**src/rtl/core_com_pkg.sv**
```systemverilog
`default_nettype none
`timescale 1ns/1ps
// ============================================================================
// core_com_pkg
// Shared constants for the serial frame receiver: payload width, bit-counter
// width and FSM state encoding.
// Revision: 1.0
// ============================================================================
package core_com_pkg;

  localparam int WORD_W = 23;
  localparam int CNT_W  = 5;

  localparam logic [2:0] ST_IDLE    = 3'd0;
  localparam logic [2:0] ST_SHIFT   = 3'd1;
  localparam logic [2:0] ST_LOAD    = 3'd2;
  localparam logic [2:0] ST_ACK     = 3'd3;
  localparam logic [2:0] ST_WAITLOW = 3'd4;

endpackage : core_com_pkg
`default_nettype wire

```
**src/rtl/core_com_shifter.sv**
```systemverilog
`default_nettype none
`timescale 1ns/1ps
// ============================================================================
// core_com_shifter
// Serial-in / parallel-out register, MSB first, with its own bit counter.
// A shift with clear starts a fresh word: the bit lands at the MSB and the
// count restarts at one. Clear alone discards the partial word.
// Revision: 1.0
// ============================================================================
module core_com_shifter #(
  parameter int WORD_W = core_com_pkg::WORD_W,
  parameter int CNT_W  = core_com_pkg::CNT_W
) (
  input  logic              clk,
  input  logic              rst,
  input  logic              shift_en,
  input  logic              clear,
  input  logic              bit_in,
  output logic [WORD_W-1:0] word,
  output logic              full,
  output logic              last
);

  logic [CNT_W-1:0] bit_cnt;
  logic [CNT_W-1:0] idx;

  // Position of the next bit to be written (counts down from the MSB).
  assign idx  = CNT_W'(WORD_W - 1) - bit_cnt;
  assign full = (bit_cnt == CNT_W'(WORD_W));
  // The next shift writes bit 0 and completes the word.
  assign last = (bit_cnt == CNT_W'(WORD_W - 1));

  // Capture serial bits into descending word positions and count them.
  always_ff @(posedge clk or posedge rst) begin
    if (rst) begin
      word    <= '0;
      bit_cnt <= '0;
    end else if (shift_en) begin
      if (clear) begin
        word             <= '0;
        word[WORD_W-1]   <= bit_in;
        bit_cnt          <= CNT_W'(1);
      end else if (!full) begin
        word[idx] <= bit_in;
        bit_cnt   <= bit_cnt + CNT_W'(1);
      end
    end else if (clear) begin
      word    <= '0;
      bit_cnt <= '0;
    end
  end

endmodule : core_com_shifter
`default_nettype wire

```
**src/rtl/core_com_receiver.sv**
```systemverilog
`default_nettype none
`timescale 1ns/1ps
// ============================================================================
// core_com_receiver
// Receives MSB-first serial frames framed by portBus, hands complete words to
// a valid/ready consumer, acknowledges each accepted frame with a one-cycle
// arag pulse and counts accepted frames. Truncated frames raise frameErr.
// Revision: 1.0
// ============================================================================
module core_com_receiver #(
  parameter int WORD_W = core_com_pkg::WORD_W
) (
  input  logic              fastClk,
  input  logic              rst,
  input  logic              portBus,
  input  logic              dataBus,
  output logic              arag,
  output logic [WORD_W-1:0] rxData,
  output logic              rxValid,
  input  logic              rxReady,
  output logic [15:0]       cycle,
  output logic              frameErr
);

  import core_com_pkg::*;

  logic [2:0]        state;
  logic [WORD_W-1:0] word;
  logic              word_full;
  logic              word_last;
  logic              shift_en;
  logic              shift_clear;
  logic              load_ok;

  // Sample bits only while the frame is open in IDLE or SHIFT; IDLE always
  // restarts the word, and a dropped frame in SHIFT discards it.
  assign shift_en    = portBus && ((state == ST_IDLE) || (state == ST_SHIFT));
  assign shift_clear = (state == ST_IDLE) || ((state == ST_SHIFT) && !portBus);

  // The output register is free when empty or being consumed this cycle.
  assign load_ok = (state == ST_LOAD) && (!rxValid || rxReady);

  core_com_shifter #(
    .WORD_W (WORD_W),
    .CNT_W  (CNT_W)
  ) u_shifter (
    .clk      (fastClk),
    .rst      (rst),
    .shift_en (shift_en),
    .clear    (shift_clear),
    .bit_in   (dataBus),
    .word     (word),
    .full     (word_full),
    .last     (word_last)
  );

  // Frame sequencing, output load, acknowledge and frame counting.
  always_ff @(posedge fastClk or posedge rst) begin
    if (rst) begin
      state    <= ST_IDLE;
      rxData   <= '0;
      arag     <= 1'b0;
      cycle    <= 16'h0000;
      frameErr <= 1'b0;
    end else begin
      frameErr <= 1'b0;
      case (state)
        ST_IDLE: begin
          if (portBus) state <= ST_SHIFT;
        end
        ST_SHIFT: begin
          if (portBus) begin
            if (word_last) state <= ST_LOAD;
          end else begin
            frameErr <= 1'b1;
            state    <= ST_IDLE;
          end
        end
        ST_LOAD: begin
          // Stalls here under backpressure; the shifter holds the word.
          if (load_ok) begin
            rxData <= word;
            arag   <= 1'b1;
            cycle  <= cycle + 16'd1;
            state  <= ST_ACK;
          end
        end
        ST_ACK: begin
          arag  <= 1'b0;
          state <= ST_WAITLOW;
        end
        ST_WAITLOW: begin
          if (!portBus) state <= ST_IDLE;
        end
        default: state <= ST_IDLE;
      endcase
    end
  end

  // Valid flag: set on a load, cleared on consumption without a new load.
  always_ff @(posedge fastClk or posedge rst) begin
    if (rst) begin
      rxValid <= 1'b0;
    end else if (load_ok) begin
      rxValid <= 1'b1;
    end else if (rxValid && rxReady) begin
      rxValid <= 1'b0;
    end
  end

  logic unused_full;
  assign unused_full = word_full;

endmodule : core_com_receiver
`default_nettype wire

```
**config.mk**
```make
export PLATFORM = sky130hd
export DESIGN_NAME = core_com_receiver
export DESIGN_NICKNAME = d
export VERILOG_FILES = /design/src/rtl/core_com_pkg.sv /design/src/rtl/core_com_shifter.sv /design/src/rtl/core_com_receiver.sv
export SDC_FILE = /design/constraint.sdc
export NUM_CORES = 1
export LEC_CHECK = 0
export CAP_MARGIN = 20
export CORE_ASPECT_RATIO = 1.4
export CORE_UTILIZATION = 33
export DETAILED_ROUTE_END_ITERATION = 16
export SLEW_MARGIN = 40
export SYNTH_ARGS = -nofsm -noshare
export SYNTH_HDL_FRONTEND = slang
export SYNTH_SLANG_ARGS = --single-unit
```
**constraint.sdc**
```tcl
create_clock -name fastClk -period 2.8 [get_ports fastClk]
set_input_delay 0.56 -clock fastClk [delete_from_list [all_inputs] [get_ports fastClk]]
set_output_delay 0.56 -clock fastClk [all_outputs]
set_load 0.01 [all_outputs]
```
; ---- Word-level counts from Yosys, hierarchy flattened
; Cells that the tools add are included.
[op_classes]
add_sub_neg = 3
magnitude_cmp = 2
eq_ne = 11
muxes = 23
n_reduce_logical = 18
[op_table]
columns = operator, n
row1 = 2-to-1 mux 23 bit, 4
row2 = bitwise mux 23 bit, 1
row3 = 2-to-1 mux 5 bit, 4
row4 = adder 16 x 1 -> 16 bit (second input constant), 1
row5 = 2-to-1 mux 3 bit, 5
row6 = one-hot mux 3 bit (5 select lines), 1
row7 = == test 5 bit (second input constant), 2
row8 = != test 2 bit (second input constant), 4
row9 = == test 3 x 2 -> 1 bit (second input constant), 2
row10 = less-than comparator 5 x 6 -> 1 bit (second input constant), 1
row11 = 2-to-1 mux 1 bit, 6
row12 = AND reduction 2 bit, 3
row13 = nonzero test 2 bit, 3
row14 = adder 5 x 1 -> 5 bit (second input constant), 1
row15 = demux 1 bit (select 5 bit), 1
row16 = >= comparator 5 x 1 -> 1 bit (second input constant), 1
row17 = logical AND 1 bit, 5
row18 = subtractor 5 bit (first input constant), 1
row19 = AND reduction 4 bit, 1
row20 = == test 3 x 1 -> 1 bit (second input constant), 1
row21 = == test 3 bit (second input constant), 1
row22 = zero test 3 bit, 1
row23 = logical OR 1 bit, 3
row24 = != test 3 x 2 -> 1 bit (second input constant), 1
row25 = other kinds (2), 3
[totals]
reg_bits = 73
input_bits = 5
output_inout_bits = 42
word_cells = 65

; ---- Logic depth before layout (Yosys ltp)
[depth]
word_depth = 9
ltp_mapped = 6
ltp_nobuf = 5

; ---- Cells and area by module
; Synthesis repeated with hierarchy kept, for this count alone.
[hier_totals]
cells_unflattened = 368
area_unflattened_um2 = 3484.6
[by_module_without_submodules]
columns = module, instances, cells_each, area_each_um2, seq_area_each_um2
row1 = core_com_receiver, 1, 191, 1869.3, 1126.1
row2 = core_com_shifter, 1, 177, 1615.3, 700.7

; ---- Least setup slack after synthesis
; Ideal clock, no wire load.
[synth_path]
path_kind = register -> register
from = register u_shifter.bit_cnt[1]
to = register u_shifter.word[14]
setup_time_ps = 80
arrival_ps = 1778
t_required_ps = 2720
path_slack_ps = 942
path_stages_with_launch = 6
path_buffers = 0
synth_period_minus_slack_ps = 1858
path_cell_list = dfrtp_1 ha_1 xor2_2 or4b_4 a21oi_1 mux2i_1
[synth_between]
elab_chain_len = 9
elab_cells_between_ends = 13
cone_classes = add/sub: 1 / order compare: 2 / eq/ne: 2 / mux: 6 / reduce/logical: 2
[synth_lines]
columns = element, line
row1 = "start, declared", core_com_shifter.sv:24  ; logic [CNT_W-1:0] bit_cnt;
row2 = "start signal, assigned", core_com_shifter.sv:45  ; bit_cnt <= bit_cnt + CNT_W'(1);
row3 = subtractor 5 bit, core_com_shifter.sv:28  ; assign idx = CNT_W'(WORD_W - 1) - bit_cnt;
row4 = less-than comparator 5 x 6 -> 1 bit (implied by the code) or >= comparator 5 x 1 -> 1 bit (tied branches), core_com_shifter.sv:44  ; word[idx] <= bit_in;
row5 = logical AND 1 bit (implied by the code), core_com_shifter.sv:44
row6 = 2-to-1 mux 1 bit (implied by the code), core_com_shifter.sv:44
row7 = demux 1 bit (select 5 bit), --
row8 = bitwise mux 23 bit, core_com_shifter.sv:44
row9 = 2-to-1 mux 23 bit, core_com_shifter.sv:43  ; end else if (!full) begin
row10 = 2-to-1 mux 23 bit, core_com_shifter.sv:39  ; if (clear) begin
row11 = 2-to-1 mux 23 bit, core_com_shifter.sv:38  ; end else if (shift_en) begin
row12 = "end signal, assigned by index", core_com_shifter.sv:41  ; word[WORD_W-1] <= bit_in;
row13 = "end signal, assigned by index", core_com_shifter.sv:44
row14 = "end, declared", core_com_shifter.sv:19  ; output logic [WORD_W-1:0] word,
; Parallel ways exist; a longest one is shown, timed or not. The select of a mux whose other input is x is not followed.
; A chain may end at the register's enable or synchronous reset.

; ---- Final worst setup path
[layout_path]
from = register u_shifter.bit_cnt[0]
to = register u_shifter.word[14]
; The elaborated chain is that of the path after synthesis.

==> qor.yml <==
sta:
  skew_ns: 0.005286
  fmax_ghz: 0.4633
  relSlewSlack: 0.5561
  finalSetupViolCount: 0
  hold_violations: 0
  tightest_slew_ns: 0.6473
  tns_ns: 0
  rsz0062_at_grt: "no"
  fin_crit_sh: 0.7708
  min_period_ns: 2.158
  final_max_slew_viol_count: 0
clock_tree:
  numCtsBuffers: 9
  clock_latency_ns: 0.32
  cts_setup_buffers: 0
  clock_path_buffers: 2
  hold_buffers: 0
  cts_tree: "built"
  cts.clk_slew.worst_paths_ns: 0.05
  ctsResizeCount: 0
  root_buffer: "clkbuf_16"
  cts_sinks: 73
  htree_levels: 3
power_and_ir_drop:
  p_comb_frac: 0.039
  p_seq_frac: 0.455
  p_int_w: 0.001888
  sw_frac_of_total: 0.1946
  clkPwrFrac: 0.506
  p_switching_w: 0.0004563
  max-vdd-ir-drop_mv: 0.2185
  leakage_nw: 1.869
  pwr_density_cell_nw_per_um2: 529.1
yosys:
  yosys-top-cells-area: "dfrtp_1 53%, mux2_2 8.1%, mux2i_1 4.0%"
  synth_top_area_cell: "dfrtp_1"
  synth_edf_count: 0
  yosysMostFrequentCell: "dfrtp_1"
  yosysTopAreaCellShare: 0.5275
  synth_area_sq_um: 3463
  synthCells: 293
  synth_seq_cells: 73
  synth_cell_types: 45
  syn-num-nets: 304
  avgSynthCellArea_sq_um: 11.82
  synth_ff_type: "dfrtp_1"
  ys_async_sr_fraction: 1.000
  yosysWarnings: 0
  synthTopCellsByCount: "73 x dfrtp_1, 29 x nand2_1, 25 x mux2_2, 16 x a21oi_1"
  yosysSeqAreaShare: 0.5275
setup_path:
  crit_fanout: 11
  cp.arrival_ns: 2.40
  start_kind: "register"
  critPathRequiredTime_ns: 3.04
  slowest_delay_ns: 0.55
  worstSetupPathType: "register to register"
  crit_cells: 6
  r2r_cells: 6
  r2r_end: "u_shifter.word[14]"
  crit_family: "simple AND/OR/NAND/NOR gates"
  crit_slowest_cell: "or4b_4"
  reg2reg_from: "u_shifter.bit_cnt[0]"
  r2r_setup_slack_ns: 0.64
  cp_num_buf_inv: 1
  crit_path_end_kind: "register"
  path_cells: "buf_4 > ha_1 > xor2_2 > or4b_4 > a21oi_1 > mux2i_1"
finish:
  fin_area_sq_um: 4432
  synthToLayoutAreaGrowth_pct: 27.96
  diodes: 0
  final.fill_count: 939
  seq_area_sq_um: 1827
  multiInputGateArea_sq_um: 1534
  nNetsFinal: 356
  drive_gt1_frac: 0.1862
outcome:
  outcome: "completed"
die:
  die_w_um: 88.58
  core-area_sq_um: 10060
  num_io_pins: 47
  dieArea_sq_um: 10910
  start_util: 0.3442
  fp-row-count: 43
  die_h_um: 123.2
route:
  post_drt_via_cell_ratio: 5.025
  ant_nets: 0
  dr.pass1.iters: 4
  wl_mm: 7.226
  first_iter_violations: 114
  num_vias: 2432
  drc_errors: 0
  wl_per_cell_um: 14.93
min_path:
  min-delay-start: "cycle[15]"
  min_to: "cycle[15]"
  hp-class: "register to register"
  hold-path-cell-count: 1
global_route:
  grt_overflow: 0
  grt_pass1_wl_mm: 12.11
  antenna_found_initial: 0
  grt_max_degree: 41
  grt_usage: 0.1486
  grt_pass1_vias: 2398
placement:
  place.gp.congestion: 0.8504
  hpwl_mm: 5.181
  place_area_sq_um: 4120
  portBuffers: 46
job:
  drv_cap: 0
==> worst register-to-register path: stages, from the launching register on <==
cell and delay (ns):
dfrtp_1 0.37, buf_4 0.18, ha_1 0.29, xor2_2 0.22, or4b_4 0.55, a21oi_1 0.26
mux2i_1 0.21
==> layout by cell type, fill, tap and decap left out, types with 10 or more instances in the layout <==
cell / instances
nand2_1: 29
clkdlybuf4s50_1: 46
mux2i_1: 14
a21oi_1: 16
dfrtp_1: 73
mux2_2: 25
nand3_1: 10
o211ai_1: 15
xnor2_1: 15
o31ai_1: 10
==> how the worst max path moves through the flow <==
stage,start,to,slack (ns)
floorplan,rst,arag,0.39
global placement,portBus,u_shifter.word[21],0.37
detailed placement,portBus,u_shifter.word[21],0.37
CTS,u_shifter.bit_cnt[0],u_shifter.word[14],0.64
global route,u_shifter.bit_cnt[0],u_shifter.word[14],0.57
finish,u_shifter.bit_cnt[0],u_shifter.word[14],0.64
==> sequential cells by signal, summed over array words and instances (netlist names) <==
signal and count:
frameErr 1, rxData 23, u_shifter.word 23, state 3, u_shifter.bit_cnt 5, rxValid 1, cycle 16, arag 1
==> per-layer routing <==
layer / up-vias / share of wire / GRT usage
li1: 1172 / - / -
met5: - / 0 / 0
met2: 58 / 0.52 / 0.2462
met4: 0 / 0.020 / 0.06855
met3: 9 / 0.041 / 0.03605
met1: 1193 / 0.42 / 0.1805
==> cells by family (layout without fill, tap and decap cells) <==
family	count (synthesis)	in the layout	synth area share
simple gates	78	78	0.1283
xor+xnor	18	18	0.04769
buf+inv	22	78	0.02962
mux	39	39	0.1217
compound gates	57	57	0.1236
fa+ha+maj	6	6	0.02168
flops	73	73	0.5275
==> through the flow <==
step | util | std cells | setup WS [ns] | power [W] | hold WS (ns)
final | 0.4405 | 484 | 0.6417 | 0.002345 | 0.4652
after global routing | 0.4405 | 484 | 0.5750 | 0.002440 | 0.4843
after CTS | 0.4405 | 484 | 0.6430 | 0.002387 | 0.4735
after detailed placement | 0.4095 | 469 | 0.3733 | 0.001178 | 0.4642
after global placement | 0.4095 | 469 | 0.3661 | 0.001176 | 0.4618
after floorplan | - | 293 | 0.3867 | 0.001140 | 0.4766
==> power by group through the flow <==
stage | sequential, W | combinational, W | clock, W
2_1_floorplan | 0.00108 | 0.0000551 | 0
3_3_place_gp | 0.00109 | 0.0000909 | 0
3_5_place_dp | 0.00109 | 0.0000925 | 0
4_1_cts | 0.00107 | 0.0000933 | 0.00123
5_1_grt | 0.00107 | 0.000104 | 0.00127
6_report | 0.00107 | 0.0000906 | 0.00119
==> cell type report <==
| class | count | share of cell area |
|---|---|---|
| clock buffers | 12 | 0.05562 |
| clock inverters | 3 | 0.01468 |
| inverters | 6 | 0.005082 |
| multi-input cells | 198 | 0.3461 |
| flip-flops and latches | 73 | 0.4122 |
| well taps | 135 | 0.03811 |
| repair buffers | 57 | 0.1282 |
Power figures use the tool's default switching activity.
